$ cat config.mk
export PLATFORM = sky130hd
export DESIGN_NAME = instr_encoder_loader
export DESIGN_NICKNAME = d
export VERILOG_FILES = /design/src/rtl/instr_encoder_loader.sv
export SDC_FILE = /design/constraint.sdc
export NUM_CORES = 1
export LEC_CHECK = 0
export ABC_AREA = 1
export BUFFER_PORTS_ARGS = -buffer_cell sky130_fd_sc_hd__buf_2
export CAP_MARGIN = 20
export CORE_MARGIN = 5
export CORE_UTILIZATION = 50
export DETAILED_ROUTE_END_ITERATION = 16
export HOLD_SLACK_MARGIN = 0.08
export PLACE_DENSITY = 0.92
export SYNTH_ARGS = -nofsm -noshare
export SYNTH_HDL_FRONTEND = slang
export SYNTH_SLANG_ARGS = --single-unit
$ cat constraint.sdc
create_clock -name clk -period 3.5 [get_ports clk]
set_clock_uncertainty 0.05 [all_clocks]
set_input_delay 0.35 -clock clk [delete_from_list [all_inputs] [get_ports clk]]
set_output_delay 0.35 -clock clk [all_outputs]
set_load 0.01 [all_outputs]
$ cat src/rtl/instr_encoder_loader.sv
`default_nettype none
// ============================================================================
// Module   : instr_encoder_loader
// Purpose  : Builds 32-bit MIPS instruction words from symbolic fields taken
//            over a valid/ready handshake and writes them into instruction
//            memory at consecutive word addresses from a programmable base.
//            Optional macro DELAY_SLOT_NOP_EN appends a NOP after every
//            branch/jump word.
// Revision : 1.0 - initial release
// ============================================================================
module instr_encoder_loader #(
    parameter int ADDR_W = 8
) (
    input  logic              clk,
    input  logic              rst_n,
    input  logic              start,
    input  logic [ADDR_W-1:0] base_addr,
    input  logic              finish,
    input  logic              in_valid,
    output logic              in_ready,
    input  logic [5:0]        op_sel,
    input  logic [4:0]        rs,
    input  logic [4:0]        rt,
    input  logic [4:0]        rd,
    input  logic [4:0]        shamt,
    input  logic [15:0]       imm,
    input  logic [25:0]       target,
    output logic              im_we,
    output logic [ADDR_W-1:0] im_addr,
    output logic [31:0]       im_wdata,
    output logic              busy,
    output logic              full,
    output logic              err_illegal,
    output logic [ADDR_W:0]   word_count
);

    localparam logic [ADDR_W-1:0] c_last_addr = '1;
    localparam logic [ADDR_W-1:0] c_addr_one  = {{(ADDR_W-1){1'b0}}, 1'b1};
    localparam logic [ADDR_W:0]   c_cnt_one   = {{ADDR_W{1'b0}}, 1'b1};

    localparam logic [1:0] c_fmt_r = 2'd0;
    localparam logic [1:0] c_fmt_i = 2'd1;
    localparam logic [1:0] c_fmt_j = 2'd2;

    typedef enum logic [2:0] {
        IDLE      = 3'd0,
        ACCEPT    = 3'd1,
        WRITE     = 3'd2,
`ifdef DELAY_SLOT_NOP_EN
        WRITE_NOP = 3'd4,
`endif
        FULL      = 3'd3
    } state_t;

    state_t      state_q;
    state_t      state_d;

    logic [5:0]  w_opc;
    logic [4:0]  w_rs;
    logic [4:0]  w_rt;
    logic [4:0]  w_rd;
    logic [4:0]  w_sh;
    logic [5:0]  w_fn;
    logic [1:0]  w_fmt;
    logic        w_legal;
    logic [31:0] w_word;

`ifdef DELAY_SLOT_NOP_EN
    logic        w_branch;
    logic        r_is_branch;
    assign w_branch = (op_sel == 6'd16) || ((op_sel >= 6'd27) && (op_sel <= 6'd33));
`endif

    // Field encoder: pick opcode/funct and zero every field the instruction does not use
    always_comb begin
        w_opc   = 6'h00;
        w_rs    = rs;
        w_rt    = rt;
        w_rd    = rd;
        w_sh    = 5'd0;
        w_fn    = 6'h00;
        w_fmt   = c_fmt_r;
        w_legal = 1'b1;
        case (op_sel)
            6'd0:  w_fn = 6'h20;
            6'd1:  w_fn = 6'h21;
            6'd2:  w_fn = 6'h22;
            6'd3:  w_fn = 6'h23;
            6'd4:  w_fn = 6'h24;
            6'd5:  w_fn = 6'h25;
            6'd6:  w_fn = 6'h26;
            6'd7:  w_fn = 6'h27;
            6'd8:  w_fn = 6'h2A;
            6'd9:  w_fn = 6'h2B;
            6'd10: begin w_rs = 5'd0; w_sh = shamt; w_fn = 6'h00; end
            6'd11: begin w_rs = 5'd0; w_sh = shamt; w_fn = 6'h02; end
            6'd12: begin w_rs = 5'd0; w_sh = shamt; w_fn = 6'h03; end
            6'd13: w_fn = 6'h04;
            6'd14: w_fn = 6'h06;
            6'd15: w_fn = 6'h07;
            6'd16: begin w_rt = 5'd0; w_rd = 5'd0; w_fn = 6'h08; end
            6'd17: begin w_fmt = c_fmt_i; w_opc = 6'h08; end
            6'd18: begin w_fmt = c_fmt_i; w_opc = 6'h09; end
            6'd19: begin w_fmt = c_fmt_i; w_opc = 6'h0C; end
            6'd20: begin w_fmt = c_fmt_i; w_opc = 6'h0D; end
            6'd21: begin w_fmt = c_fmt_i; w_opc = 6'h0E; end
            6'd22: begin w_fmt = c_fmt_i; w_opc = 6'h0A; end
            6'd23: begin w_fmt = c_fmt_i; w_opc = 6'h0B; end
            6'd24: begin w_fmt = c_fmt_i; w_opc = 6'h0F; w_rs = 5'd0; end
            6'd25: begin w_fmt = c_fmt_i; w_opc = 6'h23; end
            6'd26: begin w_fmt = c_fmt_i; w_opc = 6'h2B; end
            6'd27: begin w_fmt = c_fmt_i; w_opc = 6'h04; end
            6'd28: begin w_fmt = c_fmt_i; w_opc = 6'h05; end
            6'd29: begin w_fmt = c_fmt_i; w_opc = 6'h06; w_rt = 5'd0; end
            6'd30: begin w_fmt = c_fmt_i; w_opc = 6'h07; w_rt = 5'd0; end
            6'd31: begin w_fmt = c_fmt_i; w_opc = 6'h01; w_rt = 5'd0; end
            6'd32: begin w_fmt = c_fmt_i; w_opc = 6'h01; w_rt = 5'd1; end
            6'd33: begin w_fmt = c_fmt_j; w_opc = 6'h02; end
            6'd34: begin w_opc = 6'h1C; w_fn = 6'h20; end
            6'd35: begin w_opc = 6'h1C; w_fn = 6'h21; end
            default: w_legal = 1'b0;
        endcase
    end

    // Word assembly from the selected instruction format
    always_comb begin
        w_word = 32'd0;
        case (w_fmt)
            c_fmt_i: w_word = {w_opc, w_rs, w_rt, imm};
            c_fmt_j: w_word = {w_opc, target};
            default: w_word = {w_opc, w_rs, w_rt, w_rd, w_sh, w_fn};
        endcase
    end

    // State register
    always_ff @(posedge clk) begin
        if (!rst_n) state_q <= IDLE;
        else        state_q <= state_d;
    end

    // Next-state and Moore outputs; finish wins over a same-cycle in_valid
    always_comb begin
        state_d  = state_q;
        in_ready = 1'b0;
        im_we    = 1'b0;
        busy     = (state_q != IDLE);
        case (state_q)
            IDLE: begin
                if (start) state_d = ACCEPT;
            end
            ACCEPT: begin
                in_ready = 1'b1;
                if (finish)                   state_d = IDLE;
                else if (in_valid && w_legal) state_d = WRITE;
            end
            WRITE: begin
                im_we = 1'b1;
                if (im_addr == c_last_addr) state_d = FULL;
`ifdef DELAY_SLOT_NOP_EN
                else if (r_is_branch)       state_d = WRITE_NOP;
`endif
                else                        state_d = ACCEPT;
            end
`ifdef DELAY_SLOT_NOP_EN
            WRITE_NOP: begin
                im_we = 1'b1;
                if (im_addr == c_last_addr) state_d = FULL;
                else                        state_d = ACCEPT;
            end
`endif
            FULL: begin
                if (finish) state_d = IDLE;
            end
            default: state_d = IDLE;
        endcase
    end

    // Datapath: session address/count, latched word, full flag and error pulse
    always_ff @(posedge clk) begin
        if (!rst_n) begin
            im_addr     <= '0;
            im_wdata    <= 32'd0;
            full        <= 1'b0;
            err_illegal <= 1'b0;
            word_count  <= '0;
`ifdef DELAY_SLOT_NOP_EN
            r_is_branch <= 1'b0;
`endif
        end else begin
            err_illegal <= 1'b0;
            case (state_q)
                IDLE: begin
                    if (start) begin
                        im_addr    <= base_addr;
                        word_count <= '0;
                        full       <= 1'b0;
                    end
                end
                ACCEPT: begin
                    if (in_valid && !finish) begin
                        if (w_legal) begin
                            im_wdata    <= w_word;
`ifdef DELAY_SLOT_NOP_EN
                            r_is_branch <= w_branch;
`endif
                        end else begin
                            err_illegal <= 1'b1;
                        end
                    end
                end
                WRITE,
`ifdef DELAY_SLOT_NOP_EN
                WRITE_NOP,
`endif
                FULL: begin
                    if (state_q != FULL) begin
                        word_count <= word_count + c_cnt_one;
                        if (im_addr == c_last_addr) full <= 1'b1;
                        else                        im_addr <= im_addr + c_addr_one;
`ifdef DELAY_SLOT_NOP_EN
                        // The delay-slot word that follows a branch is an all-zero NOP
                        if ((state_q == WRITE) && r_is_branch) im_wdata <= 32'd0;
`endif
                    end
                end
                default: ;
            endcase
        end
    end

endmodule
`default_nettype wire

==> impl_metrics.yaml, run 1 <==
finish:
  post-route-util_pct: 62.82
  drive_above_1_share_pct: 28.99
  antennaDiodeCount: 0
  syn_to_final_growth_pct: 21.91
  fin_nets: 736
  fill_cells: 649
clock_network:
  cts.path.max_buffers: 2
  cts_resized: 0
  htreeDepth: 2
  numCtsBuffers: 5
  post_cts_buffers: 0
  holdBufCountCts: 0
  cts.sinks: 53
  root_buffer: "clkbuf_8"
  clk_pin_slew_ns: 0.10
  clock_latency_ns: 0.31
  cts_tree: "built"
routing:
  via_per_inst: 5.531
  vias: 4137
  antenna_left: 0
  wl_per_cell_um: 15.60
  routed_wirelength_mm: 11.67
  post-route-drc-count: 0
  drt_iter0_drc: 294
  dr.pass1.iters: 6
hold_path:
  hold_class: "in2reg"
synth:
  netlist_area_um2: 3501
  yosysMostFrequentCell: "nand2_1"
  syn-num-nets: 616
  yosysWarningCount: 0
  synth.top_cells.by_count: "nand2_1 (105), nor2_1 (83), nand3_1 (63)"
  synth_edf_count: 0
  ys_types: 43
  ys_ff_latch: 53
  synthCells: 531
  yosys-top-cells-area: "dfxtp_1 (30%), nand2_1 (11%), nand3_1 (9.0%), nor2_1 (8.9%), nor2_2 (4.5%)"
  synth_async_sr_flop_share_pct: 0
  yosysTopAreaCellShare_pct: 30.31
  netlist.top_cell.by_area: "dfxtp_1"
  synth_top_flop_cell: "dfxtp_1"
  avgSynthCellArea_um2: 6.593
  yosysSeqAreaShare_pct: 30.31
run:
  max-cap-violations: 0
floorplanning:
  die-area_um2: 8775
  core_um2: 6794
  fp-row-count: 30
  die_w_um: 93.68
  io_pins: 135
  initial_core_util_pct: 51.53
  die_h_um: 93.68
placed_design:
  gp_congestion: 1.071
  portBuffers: 134
  place_hpwl_mm: 8.965
power_and_ir_drop:
  power.density_nw_per_um2: 350.8
  leakagePower_nw: 2.148
  vdd_drop_max_uv: 221.8
setup_path:
  r2r_slack_ns: 0.97
  worstPathRequired_ns: 3.70
  critPathSlowestCell: "inv_1"
  worst_ep_arrival_time_ns: 3.13
  max_stage_delay_ns: 0.53
  endpoint_kind: "flip-flop"
  start_kind: "input port"
  cp_cell_sequence: "buf_2 > nand2_1 > inv_1 > nand3_1 > nand2_1 > inv_1 > nand2_1 > nor4_1 > ha_1 > clkinv_1 > nand2_1 > inv_1 > a32o_1 > a31oi_1 > nand3_1 > nand2_1 > nor2_1"
  critPathKind: "in2reg"
  crit_path_frequent_cell: "nand2_1"
  worstPathMaxFanout: 20
timing:
  setup_violations: 0
  fin_crit_sh_pct: 83.87
  slew_violations: 0
  worst_slew_pin_slew_ns: 0.7907
  fmax_mhz: 340.7
  period_needed_ns: 2.935
  hold_slack_ns: 0.2175
  finalSetupTns_ns: 0
  rsz0062_at_grt: "no"
  hold_viol: 0
  slew_headroom_pct: 47.23
outcome:
  status: "complete, no violations"
global_route:
  grt_overflow_total: 0
  antenna_found_initial: 0
  grt_usage_pct: 26.22
  grt_pass1_vias: 3935
  grt_start_max_net_pins: 38
  grt_pass1_wl_mm: 18.60
area by class of cell:
cell class | count | area (µm²) | share of cell area, %
Timing Repair Buffer | 140 | 715.7 | 16.77
Clock inverter | 2 | 38.79 | 0.9088
Tap cell | 96 | 120.1 | 2.814
Clock buffer | 6 | 72.57 | 1.700
Sequential cell | 53 | 1061 | 24.86
Inverter | 44 | 170.2 | 3.987
Multi-Input combinational cell | 407 | 2090 | 48.96
path summary, 6_finish.rpt:
check,from,to,cells after the start
setup / recovery,op_sel[1],im_wdata[8],17
hold / removal,base_addr[0],im_addr[0],3
setup reg to reg,state_q[1],im_addr[0],9
hold reg to reg,full,full,2
flip-flops by register name, indices dropped and copies added, names as in the netlist:
register and cells:
im_wdata 32, word_count 9, full 1, im_addr 8, state_q 2, err_illegal 1
cell usage in the layout (no fill, tap or decap), types with 2 or more instances in the layout:
cell type  instances
a32o_1            14
nand2_2            3
a221oi_1           6
nand3_1           63
inv_2              5
clkinv_1           2
nand3_2            2
nor3_1             6
clkbuf_8           5
nor2_1            83
nand2_1          105
o21bai_1           4
buf_4              6
ha_1               4
a31oi_1           16
nor2_2            25
nand4_1            4
a21oi_1           26
inv_1             36
a21boi_0           5
o21ai_0           21
buf_2            134
dfxtp_1           53
nor4_1             3
a22o_1             2
through the flow:
step | total power, W | instance area (µm²) | setup WS [ns] | instances
floorplan | 0.0009466 | 3501 | 0.7206 | 531
global placement | 0.001070 | 4156 | 0.3895 | 740
detailed placement | 0.001078 | 4156 | 0.3268 | 740
CTS | 0.001504 | 4268 | 0.6307 | 748
global route | 0.001584 | 4268 | 0.3210 | 748
finish | 0.001497 | 4268 | 0.5645 | 748
routing by layer:
layer | wire, µm | global-route usage (%) | share of wire [%]
met5 | 0 | 0 | 0
met4 | 248 | 8.063 | 2.1
met3 | 1109 | 5.529 | 9.5
met2 | 5679 | 46.04 | 49
met1 | 4629 | 32.03 | 40
critical path, delay by kind of cell:
family | cells | cell delay (ns)
simple gates | 9 | 1.26
buf+inv | 5 | 0.95
fa+ha+maj | 1 | 0.33
compound gates | 2 | 0.25
kinds of logic after synthesis:
logic type / Yosys count / synth area share, %
xor+xnor: 2 / 0.5004
fa+ha+maj: 4 / 1.430
compound gates: 99 / 18.59
buf+inv: 71 / 10.01
flops: 53 / 30.31
simple gates: 302 / 39.17
report_power, final:
part           switching (W)  leakage, nW  internal (W)
sequential         0.0000313        0.430      0.000635
clock               0.000213       0.0554      0.000215
combinational       0.000253         1.66      0.000150
total               0.000498         2.15       0.00100
Power figures use the tool's default switching activity.
==> run 2: changes to the inputs <==
--- a/config.mk
+++ b/config.mk
@@ -5,14 +5,14 @@
 export SDC_FILE = /design/constraint.sdc
 export NUM_CORES = 1
 export LEC_CHECK = 0
-export ABC_AREA = 1
+export ABC_AREA = 0
 export BUFFER_PORTS_ARGS = -buffer_cell sky130_fd_sc_hd__buf_2
 export CAP_MARGIN = 20
 export CORE_MARGIN = 5
-export CORE_UTILIZATION = 50
+export CORE_UTILIZATION = 43
 export DETAILED_ROUTE_END_ITERATION = 16
 export HOLD_SLACK_MARGIN = 0.08
-export PLACE_DENSITY = 0.92
+export PLACE_DENSITY = 0.87
 export SYNTH_ARGS = -nofsm -noshare
 export SYNTH_HDL_FRONTEND = slang
 export SYNTH_SLANG_ARGS = --single-unit
==> constraint.sdc (replaced) <==
create_clock -name clk -period 2.4 [get_ports clk]
set_clock_uncertainty 0.05 [all_clocks]
set_input_delay 0.24 -clock clk [delete_from_list [all_inputs] [get_ports clk]]
set_output_delay 0.24 -clock clk [all_outputs]
set_load 0.01 [all_outputs]
==> run 2 against run 1 <==
  * Combinational power rose by 8.7%
  * Core utilization shrank 5.4 points
  * Largest cell class unchanged
  * Critical endpoint is now im_wdata[13]
  * Non-clock buffer count grew 13
  * Clock power up 14%
  * Critical path depth shrank 7
  * Via count decreased by 16%
  * Routed wire length down 20%
  * Power is 26% higher
  * Worst hold slack worse by 0.078 ns
  * Clock-buffer cell count is the same
  * Area after synthesis fell by 13%
==> impl_metrics.yaml, run 2 <==
power_and_ir_drop:
  leakagePower_nw: 1.790
  vdd_drop_max_uv: 197.1
  pwr-share-comb_pct: 23.2
  pwr-share-seq_pct: 50.9
  swShare_pct: 30.09
  power_w: 0.001885
  p_sw_w: 0.0005672
  power.density_nw_per_um2: 480.2
  p_int_w: 0.001318
  power_frac_clock_pct: 25.9
finish:
  multi_input_area_um2: 1779
  syn_to_final_growth_pct: 29.36
  largest_reg_flops: 32
  largest-register: "im_wdata"
  layout.cells.non_filler: 603
  reg_top3: "im_wdata x32, word_count x9, im_addr x8"
  drive_above_1_share_pct: 33.93
  layout_common_cells: "buf_2 (134), dfxtp_1 (53), o21ai_0 (40)"
  final_common_cell: "buf_2"
  fill_cells: 636
  post-route-util_pct: 57.45
  antennaDiodeCount: 0
  fin_nets: 591
  seq_area_um2: 1061
synth:
  yosysSeqAreaShare_pct: 34.97
  syn-num-nets: 464
  ys_types: 54
  yosys-top-cells-area: "dfxtp_1 (35%), o21ai_0 (6.6%), a21oi_1 (4.6%), a31oi_1 (4.5%), a222oi_1 (3.3%)"
  synthCells: 379
  yosysWarningCount: 0
  synth_edf_count: 0
  synth.top_cells.by_count: "dfxtp_1 (53), o21ai_0 (40), a21oi_1 (28)"
  yosysMostFrequentCell: "dfxtp_1"
  synth_async_sr_flop_share_pct: 0
  ys_ff_latch: 53
  yosysTopAreaCellShare_pct: 34.97
  netlist_area_um2: 3034
  netlist.top_cell.by_area: "dfxtp_1"
  avgSynthCellArea_um2: 8.006
  synth_top_flop_cell: "dfxtp_1"
timing:
  period_needed_ns: 2.022
  fin_crit_sh_pct: 84.27
  slew_violations: 0
  worst_slew_pin_slew_ns: 0.6841
  slew_headroom_pct: 54.00
  hold_viol: 0
  hold_slack_ns: 0.1392
  finalSetupTns_ns: 0
  fmax_mhz: 494.4
  setup_violations: 0
  rsz0062_at_grt: "no"
setup_path:
  worst_ep_arrival_time_ns: 2.22
  endpoint_kind: "flip-flop"
  r2r_slack_ns: 0.46
  rr_worst_depth: 5
  start_kind: "input port"
  r2r_start: "state_q[0]"
  worstSetupStartpoint: "op_sel[2]"
  worstPathMaxFanout: 7
  rr_endpoint: "im_wdata[31]"
  critPathKind: "in2reg"
  crit_end: "im_wdata[13]"
  worstPathRequired_ns: 2.59
routing:
  wl_per_cell_um: 15.54
  routed_wirelength_mm: 9.371
  via_per_inst: 5.768
  vias: 3478
  post-route-drc-count: 0
  antenna_left: 0
  dr.pass1.iters: 5
  drt_iter0_drc: 156
floorplanning:
  die_w_um: 94
  fp-row-count: 30
  die-area_um2: 8836
  initial_core_util_pct: 44.41
  core_um2: 6832
  die_h_um: 94
  io_pins: 135
global_route:
  grt_pass1_vias: 3167
  grt_pass1_wl_mm: 14.77
  antenna_found_initial: 0
  grt_overflow_total: 0
  grt_start_max_net_pins: 62
  grt_usage_pct: 20.25
clock_network:
  cts_resized: 0
  numCtsBuffers: 5
  cts_tree: "built"
  clock_latency_ns: 0.30
  holdBufCountCts: 0
  post_cts_buffers: 0
  root_buffer: "clkbuf_8"
  cts.path.max_buffers: 2
  clk_pin_slew_ns: 0.10
  cts.sinks: 53
  htreeDepth: 2
placed_design:
  portBuffers: 134
  dp_cells: 595
  gp_congestion: 0.8693
  place_hpwl_mm: 7.080
hold_path:
  hold_class: "in2reg"
outcome:
  status: "complete, no violations"
run:
  max-cap-violations: 0
[run 2: cell type report]
| type | instances | share of cell area [%] |
|---|---|---|
| Sequential cell | 53 | 27.03 |
| Timing Repair Buffer | 153 | 21.04 |
| Tap cell | 96 | 3.060 |
| Clock buffer | 6 | 1.849 |
| Multi-Input combinational cell | 278 | 45.33 |
| Clock inverter | 2 | 0.2550 |
| Inverter | 15 | 1.434 |
[run 2: how the worst min path moves through the flow]
| stage | cells past startpoint | end | start | slack [ns] |
|---|---|---|---|---|
| finish | 3 | im_wdata[18] | target[18] | 0.14 |
| global route | 3 | im_wdata[19] | target[19] | 0.15 |
| CTS | 3 | im_wdata[18] | target[18] | 0.13 |
| detailed placement | 2 | full | full | 0.43 |
| global placement | 2 | im_wdata[31] | im_wdata[31] | 0.42 |
| floorplan | 2 | im_wdata[18] | target[18] | 0.34 |
[run 2: power by group through the flow]
| stage | logic, W | clock network [W] | registers [W] |
|---|---|---|---|
| after floorplan | 0.000251 | 0 | 0.000982 |
| after global placement | 0.000423 | 0 | 0.000975 |
| after detailed placement | 0.000438 | 0 | 0.000977 |
| after CTS | 0.000439 | 0.000505 | 0.000957 |
| after global routing | 0.000483 | 0.000535 | 0.000965 |
| final | 0.000438 | 0.000488 | 0.000959 |
[run 2: metrics by stage]
stage | instance area, µm² | setup slack (ns)
final | 3925 | 0.3775
after global routing | 3925 | 0.2286
after CTS | 3925 | 0.4186
after detailed placement | 3842 | 0.08469
after global placement | 3842 | 0.1651
after floorplan | 3039 | 0.02622
[run 2: worst max-delay path: stages]
cell,delay [ns]
buf_2,0.13
nor4_4,0.33
nand2_2,0.09
o21a_1,0.13
ha_1,0.42
buf_4,0.19
inv_1,0.05
a21oi_1,0.34
a222oi_1,0.14
a21oi_1,0.16
[run 2: logic make-up (layout without fill, tap and decap cells)]
group	count (synthesis)	count (layout)	synth area share, %
compound gates	160	160	35.38
mux	4	4	1.361
buf+inv	48	176	6.557
simple gates	109	109	19.79
flops	53	53	34.97
fa+ha+maj	4	4	1.650
xor+xnor	1	1	0.2887
[run 2: routing by layer]
layer / wire, µm / global-route usage (%) / part of all wire [%]
met5: 0 / 0 / 0
met4: 142 / 4.813 / 1.5
met3: 583 / 3.446 / 6.2
met2: 4729 / 36.25 / 50
met1: 3916 / 25.12 / 42
==> run 3: changes to the inputs <==
==> constraint.sdc (replaced) <==
create_clock -name clk -period 1.85 [get_ports clk]
set_clock_uncertainty 0.05 [all_clocks]
set_input_delay 0.185 -clock clk [delete_from_list [all_inputs] [get_ports clk]]
set_output_delay 0.185 -clock clk [all_outputs]
set_load 0.01 [all_outputs]
==> run 3 against run 2 <==
  * Global-route usage grew 1.9 points
  * Final cell count grew 4.5%
  * Die area is the same
  * Register-to-register slack lost 0.27 ns
  * Critical path depth is the same
  * Power grew 37%
  * Sequential power grew 28%
  * Setup slack lost 0.28 ns
  * Non-clock buffer count grew 27
  * Highest routed layer unchanged
==> impl_metrics.yaml, run 3 (synthesis gave the netlist of run 2 again) <==
outcome:
  status: "complete, no violations"
global_route:
  grt_overflow_total: 0
  grt_start_max_net_pins: 37
  antenna_found_initial: 0
  grt_pass1_wl_mm: 16.13
  grt_pass1_vias: 3473
  grt_usage_pct: 22.12
floorplanning:
  die_w_um: 94
  die_h_um: 94
  fp-row-count: 30
  die-area_um2: 8836
  io_pins: 135
  core_um2: 6832
  initial_core_util_pct: 44.41
routing:
  dr.pass1.iters: 7
  routed_wirelength_mm: 10.13
  antenna_left: 0
  wl_per_cell_um: 16.08
  vias: 3611
  drt_iter0_drc: 229
  via_per_inst: 5.732
  post-route-drc-count: 0
setup_path:
  rr_endpoint: "im_wdata[24]"
  worstPathRequired_ns: 1.99
  r2r_slack_ns: 0.19
  cp_cell_sequence: "buf_2 > nor4_4 > buf_4 > o21a_4 > inv_1 > ha_2 > nor2b_1 > buf_4 > a222oi_1 > a21oi_1"
  critPathSlowestCell: "a222oi_1"
  worst_ep_arrival_time_ns: 1.89
  r2r_start: "state_q[0]"
  crit_path_frequent_cell: "buf_4"
  endpoint_kind: "flip-flop"
  critPathKind: "in2reg"
  rr_worst_depth: 6
  worstPathMaxFanout: 11
  max_stage_delay_ns: 0.31
  start_kind: "input port"
timing:
  fmax_mhz: 570.2
  fin_crit_sh_pct: 94.80
  slew_violations: 0
  hold_slack_ns: 0.09253
  setup_violations: 0
  slew_headroom_pct: 60.10
  hold_viol: 0
  setup_ws_ns: 0.09619
  period_needed_ns: 1.754
  worst_slew_pin_slew_ns: 0.5978
clock_network:
  clk_pin_slew_ns: 0.10
  clock_latency_ns: 0.31
  cts.sinks: 53
  cts.path.max_buffers: 2
  root_buffer: "clkbuf_8"
  numCtsBuffers: 5
  htreeDepth: 2
  cts_tree: "built"
finish:
  largest-register: "im_wdata"
  final_common_cell: "buf_2"
  layout_common_cells: "buf_2 (134), dfxtp_1 (53), o21ai_0 (40)"
  antennaDiodeCount: 0
  syn_to_final_growth_pct: 40.49
  largest_reg_flops: 32
  reg_top3: "im_wdata x32, word_count x9, im_addr x8"
  drive_above_1_share_pct: 38.76
  fin_nets: 618
hold_path:
  hold_class: "in2reg"
  min_from: "rt[3]"
  worstHoldEndpoint: "im_wdata[19]"
  whs_path_depth: 3
power_and_ir_drop:
  power_frac_clock_pct: 26.8
  pwr-share-seq_pct: 47.6
  pwr-share-comb_pct: 25.7
  p_int_w: 0.001775
  vdd_drop_max_uv: 306.0
  p_sw_w: 0.0008060
  leakagePower_nw: 1.945
  power.density_nw_per_um2: 605.4
  swShare_pct: 31.23
placed_design:
  portBuffers: 134
  pre_cts_slack_ns: -0.2836
  gp_congestion: 0.9043
  place_hpwl_mm: 7.595
run:
  max-cap-violations: 0
-- run 3: changes by cell type in the layout (fill, tap and decap cells not counted), sizes merged --
cell,delta
buf,+22
clkbuf,-1
clkinv,-1
clkinvlp,+1
dlygate4sd3,+5
inv,+1
-- run 3: routing by layer --
| metal | routed length [µm] | track usage, % |
|---|---|---|
| met5 | 0 | 0 |
| met4 | 205 | 6.137 |
| met3 | 681 | 4.968 |
| met2 | 4961 | 38.91 |
| met1 | 4283 | 26.89 |
-- run 3: worst max path at each step --
stage | start | end | slack [ns] | cells after the start
2_1_floorplan | op_sel[0] | im_wdata[16] | -0.16 | 9
3_3_place_gp | op_sel[2] | im_wdata[6] | -0.11 | 9
3_5_place_dp | op_sel[2] | im_wdata[15] | -0.28 | 9
4_1_cts | op_sel[2] | im_wdata[15] | 0.04 | 9
5_1_grt | op_sel[3] | im_wdata[15] | -0.003 | 10
6_report | op_sel[3] | im_wdata[15] | 0.1 | 10
-- run 3: final cells by class --
| cell class | count | area [µm²] |
|---|---|---|
| clock buffer | 5 | 68.82 |
| sequential | 53 | 1061 |
| timing repair buffer | 180 | 1091 |
| multi-input combinational | 278 | 1841 |
| inverter | 15 | 56.30 |
| clock inverter | 3 | 25.02 |
| tap | 96 | 120.1 |
| fill | 629 | 2569 |
-- run 3: repair_timing --
action / CTS / global route
buffers inserted: 0 / 1
hold endpoints to repair: 4 / 0
pin swaps: 0 / 3
hold buffers: 5 / 0
gates resized for setup: 1 / 6
endpoints found under the setup margin: 1 / 10
-- run 3: worst max-delay path, delay by kind of cell --
kind / cells / cell delay (ns)
and+or+nand+nor: 2 / 0.43
buffers and inverters: 4 / 0.51
AOI/OAI and AO/OA: 3 / 0.56
adders and majority gates: 1 / 0.20
-- run 3: metrics by stage --
step                setup TNS, ns  total power, W  instances  instance area (µm²)  utilization (%)
CTS                             0        0.002585        629                 4232            61.94
global placement           -1.590        0.001865        616                 4085            59.80
global route            -0.002622        0.002719        630                 4263            62.40
detailed placement         -4.636        0.001892        616                 4085            59.80
finish                          0        0.002581        630                 4263            62.40
floorplan                  -2.236        0.001619        379                 3127                -
-- run 3: power groups by stage --
stage | combinational, W | sequential [W] | clock, W
global route | 0.000726 | 0.00124 | 0.000758
CTS | 0.000650 | 0.00123 | 0.000709
global placement | 0.000616 | 0.00125 | 0
detailed placement | 0.000640 | 0.00125 | 0
finish | 0.000663 | 0.00123 | 0.000691
floorplan | 0.000345 | 0.00127 | 0
